`src/rtl/mips_defs.sv`:
```
// mips_defs: shared widths, opcodes, reset PC and fetch FSM encoding
package mips_defs;
    localparam int INSTR_W = 32;
    localparam logic [5:0] OP_RTYPE = 6'b000000;
    localparam logic [5:0] OP_LW    = 6'b100011;
    localparam logic [5:0] OP_SW    = 6'b101011;
    localparam logic [5:0] OP_BEQ   = 6'b000100;
    localparam logic [INSTR_W-1:0] DEFAULT_RESET_PC = 32'h0000_0000;
    typedef enum logic {FETCH = 1'b0, HOLD = 1'b1} fetch_state_e;
endpackage

```
`src/rtl/pc_register.sv`:
```
// pc_register: program counter with +4 increment and aligned branch redirect
module pc_register
    import mips_defs::*;
#(
    parameter logic [INSTR_W-1:0] RESET_PC = DEFAULT_RESET_PC
) (
    input  logic               clk,
    input  logic               rst_n,
    input  logic               load,
    input  logic               branch_taken,
    input  logic [INSTR_W-1:0] branch_target,
    output logic [INSTR_W-1:0] pc,
    output logic [INSTR_W-1:0] pc_plus4
);
    logic [INSTR_W-1:0] pc_q, pc_d;

    assign pc       = pc_q;
    assign pc_plus4 = pc_q + 32'd4;

    always_comb begin
        pc_d = load ? (branch_taken ? {branch_target[INSTR_W-1:2], 2'b00} : pc_plus4) : pc_q;
    end

    always_ff @(posedge clk or negedge rst_n) begin
        if (!rst_n) pc_q <= RESET_PC;
        else        pc_q <= pc_d;
    end
endmodule

```
`src/rtl/fetch_unit.sv`:
```
// fetch_unit: request/ack instruction fetch, instruction register and consume counter
module fetch_unit
    import mips_defs::*;
#(
    parameter logic [INSTR_W-1:0] RESET_PC = DEFAULT_RESET_PC
) (
    input  logic               clk,
    input  logic               rst_n,
    output logic               imem_req,
    output logic [INSTR_W-1:0] imem_addr,
    input  logic               imem_ack,
    input  logic [INSTR_W-1:0] imem_rdata,
    input  logic               stall,
    input  logic               branch_taken,
    input  logic [INSTR_W-1:0] branch_target,
    output logic [INSTR_W-1:0] instr,
    output logic               instr_valid,
    output logic [5:0]         opcode,
    output logic [5:0]         funct,
    output logic [INSTR_W-1:0] pc,
    output logic [INSTR_W-1:0] pc_plus4,
    output logic [31:0]        fetch_count
);
    fetch_state_e       state_q, state_d;
    logic [INSTR_W-1:0] instr_q, instr_d;
    logic [31:0]        count_q, count_d;
    logic               consume;

    pc_register #(.RESET_PC(RESET_PC)) u_pc (
        .clk           (clk),
        .rst_n         (rst_n),
        .load          (consume),
        .branch_taken  (branch_taken),
        .branch_target (branch_target),
        .pc            (pc),
        .pc_plus4      (pc_plus4)
    );

    // Clearing instr on consume keeps opcode/funct at zero whenever nothing is valid.
    always_comb begin
        state_d = state_q;
        instr_d = instr_q;
        count_d = count_q;
        consume = 1'b0;
        if (state_q == FETCH && imem_ack) begin
            instr_d = imem_rdata;
            state_d = HOLD;
        end
        if (state_q == HOLD && !stall) begin
            consume = 1'b1;
            instr_d = '0;
            count_d = count_q + 32'd1;
            state_d = FETCH;
        end
    end

    always_ff @(posedge clk or negedge rst_n) begin
        if (!rst_n) begin
            state_q <= FETCH;
            instr_q <= '0;
            count_q <= '0;
        end else begin
            state_q <= state_d;
            instr_q <= instr_d;
            count_q <= count_d;
        end
    end

    assign imem_req    = (state_q == FETCH);
    assign imem_addr   = pc;
    assign instr       = instr_q;
    assign instr_valid = (state_q == HOLD);
    assign opcode      = instr_q[31:26];
    assign funct       = instr_q[5:0];
    assign fetch_count = count_q;
endmodule
```
`config.mk`:
```
export PLATFORM = sky130hd
export DESIGN_NAME = fetch_unit
export DESIGN_NICKNAME = d
export VERILOG_FILES = /design/src/rtl/mips_defs.sv /design/src/rtl/pc_register.sv /design/src/rtl/fetch_unit.sv
export SDC_FILE = /design/constraint.sdc
export NUM_CORES = 1
export LEC_CHECK = 0
export CORE_MARGIN = 2
export CORE_UTILIZATION = 35
export DETAILED_ROUTE_END_ITERATION = 8
export GPL_TIMING_DRIVEN = 1
export PLACE_DENSITY_LB_ADDON = 0.15
export SLEW_MARGIN = 20
export SYNTH_ARGS = -nofsm -noshare
export SYNTH_HDL_FRONTEND = slang
export SYNTH_SLANG_ARGS = --single-unit
```
`constraint.sdc`:
```
create_clock -name clk -period 3.7 [get_ports clk]
set_input_delay 0.555 -clock clk [delete_from_list [all_inputs] [get_ports clk]]
set_output_delay 0.555 -clock clk [all_outputs]
set_load 0.005 [all_outputs]
```
==> impl_metrics.toml <==
[die]
start_util_pct = 36.1
fp.dieH_um = 130
dieArea_mm2 = 0.0168
num_rows = 45
die_width_um = 130
boundaryPins = 243
core_region_area_mm2 = 0.0153

[yosys]
synth_edf_count = 0
synth_compound_area_share_pct = 14.5
avgSynthCellArea_um2 = 9.75
ys_async_sr_fraction_pct = 100
synth-simple-area-share_pct = 21.2
yosys_warnings = 0
synth_cell_types = 53
syn_area_mm2 = 0.00553
synth_flop_cell = "dfrtp_1"
ys_ff_latch = 95
synth_mux_area_share_pct = 0.724
synth_seq_area_share_pct = 43.0
synth_top_family_by_area = "simple AND/OR/NAND/NOR gates"
synth_xor_area_share_pct = 9.35
synth_adder_area_share_pct = 0.453
syn_inst = 567

[sta]
setup_violations = 0
fin_skew_ns = 0.00787
fmaxAchievable_mhz = 292
finalHoldWorstSlack_ns = 0.248
fin_ws_ns = 0.272
worst_slew_pin_slew_ns = 0.922
min_period_ns = 3.43
grt_setup_unrepaired = "false"
slew_headroom_pct = 38.5
fin_tns_setup_ns = 0
slew_violations = 0
hold_violations = 0
finalCritPeriodShare_pct = 92.6

[clock_tree]
htree_levels = 3
cts_buffers = 9
numClockSinks = 95
root_buffer = "clkbuf_16"
cts_tree = "yes"
cts_resized = 0
cts_setup_buffers = 0
clk_latency_ns = 0.34
path_clk_slew_ns = 0.07
hold_buffers = 0
ctsLongestPathBuffers = 2

[detailed_routing]
vias_per_cell = 5.23
first_pass_iters = 5
routed_wl_mm = 16.8
drc = 0
wl_per_cell_um = 17.6
via_count = 4999
dr.first_iter.drc_count = 287
ant_nets = 0

[power]
ir_drop_mv = 0.299
power_mw = 3.81
powerDensity_mw_per_mm2 = 477
p_leak_nw = 3.24

[place]
pre_cts_slack_ns = 0.641
gp_congestion = 0.813
hpwl_mm = 11.8
io_buffers = 234

[critical_path]
required_ns = 3.14
cp.arrival_ns = 2.87
crit_path_end_kind = "output pin"
cp-start-kind = "flop"
rrSetupSlack_ns = 1.55
path_class = "reg -> out"
crit_fanout = 7

[global_route]
antenna_found_initial = 2
grt_pass1_wl_mm = 26.1
grt_pass1_vias = 4760
grt.overflow.total = 0
grt_usage_pct = 19.7
grt_start_max_net_pins = 83

[layout]
antennaDiodeCount = 0
fin_util_pct = 52.1
final_common_cell = "clkdlybuf4s50_1"
area_growth_pct = 44.5
final_cell_mix = "clkdlybuf4s50_1 (232), dfrtp_1 (95), xnor2_1 (48)"
final_nets = 811
drive_above_1_share_pct = 6.44

[flow_run]
drv_cap = 0

[hold_path]
hold_path_class = "in -> async"

[status]
status = "completed"
cell usage after synthesis, types with 3 or more instances:
cell type	n	area, um^2
nand4_4	3	63.8
o2bb2ai_1	4	35.0
nand4_1	20	125
nor3_1	12	60.1
nor2b_1	3	18.8
buf_4	52	390
and4_1	10	87.6
nand2_1	38	143
a22o_1	32	280
and3_1	17	106
nand3_1	39	195
dfrtp_1	95	2380
or2_2	3	18.8
inv_1	14	52.6
nor4_4	3	63.8
or3_1	5	31.3
xor2_1	11	96.3
nor4_1	14	87.6
buf_2	7	35.0
clkbuf_1	25	93.8
nor2_1	24	90.1
o211ai_1	10	75.1
a311o_1	3	30.0
a31oi_1	7	43.8
xnor2_1	48	420
mux2i_1	4	40.0
o21ai_0	15	75.1
o311ai_0	3	26.3
a22oi_1	5	37.5
a21oi_1	11	55.1
layer usage:
layer	wire length, um	global-route usage, %
met5	23	0
met1	7390	26.8
met3	1460	4.87
met2	7690	31.4
met4	215	5.76
logic make-up (layout without fill, tap and decap cells):
| kind of cell | Yosys count | after routing |
|---|---|---|
| xor gates and xnor gates | 59 | 59 |
| buffers and inverters | 101 | 274 |
| and+or+nand+nor | 199 | 199 |
| DFF | 95 | 95 |
| other | 1 | 6 |
| muxes | 4 | 4 |
| adders and majority gates | 2 | 2 |
| AOI/OAI and AO/OA | 106 | 106 |
state kept, by name (all words and copies together) (netlist names):
| name | flops |
|---|---|
| instr | 32 |
| instr_valid | 1 |
| u_pc.pc | 30 |
| fetch_count | 32 |
metrics by stage:
stage	cell area [um^2]	std cells
final	7990	956
after global routing	7990	956
after CTS	7980	956
after detailed placement	7700	940
after global placement	7700	940
after floorplan	5550	572
cell type report:
cell class,instances,area (um^2)
tap,211,264
clock inverter,4,28.8
timing repair buffer,244,2410
inverter,14,52.6
fill,1424,7330
sequential,95,2380
clock buffer,12,256
multi-input combinational,376,2590
final timing paths:
kind,from,endpoint,cells after the start
worst max register to register,u_pc.pc[4]$_DFFE_PN0P_,u_pc.pc[25]$_DFFE_PN0P_,4
worst max-delay path,u_pc.pc[3]$_DFFE_PN0P_,pc_plus4[22],6
worst min-delay path,rst_n,fetch_count[25]$_DFFE_PN0P_,1
max in group asynchronous,rst_n,u_pc.pc[10]$_DFFE_PN0P_,2
worst min register to register,fetch_count[31]$_DFFE_PN0P_,fetch_count[31]$_DFFE_PN0P_,1
min in group clk,fetch_count[31]$_DFFE_PN0P_,fetch_count[31]$_DFFE_PN0P_,1
worst max-delay path: stages (launching register included):
cell             delay, ns
dfrtp_1               0.50
ha_1                  0.31
and3_1                0.35
nand4_1               0.25
or2_2                 0.39
xnor2_1               0.19
clkdlybuf4s50_1       0.53
where the power goes:
group          internal [mW]  total (mW)  leakage (nW)  switching, mW
clock                  0.495       0.903         0.135          0.409
sequential              1.20        1.49          1.19          0.291
combinational          0.890        1.42          1.91          0.525
total                   2.59        3.81          3.24           1.22
(Power assumes the default switching activity.)
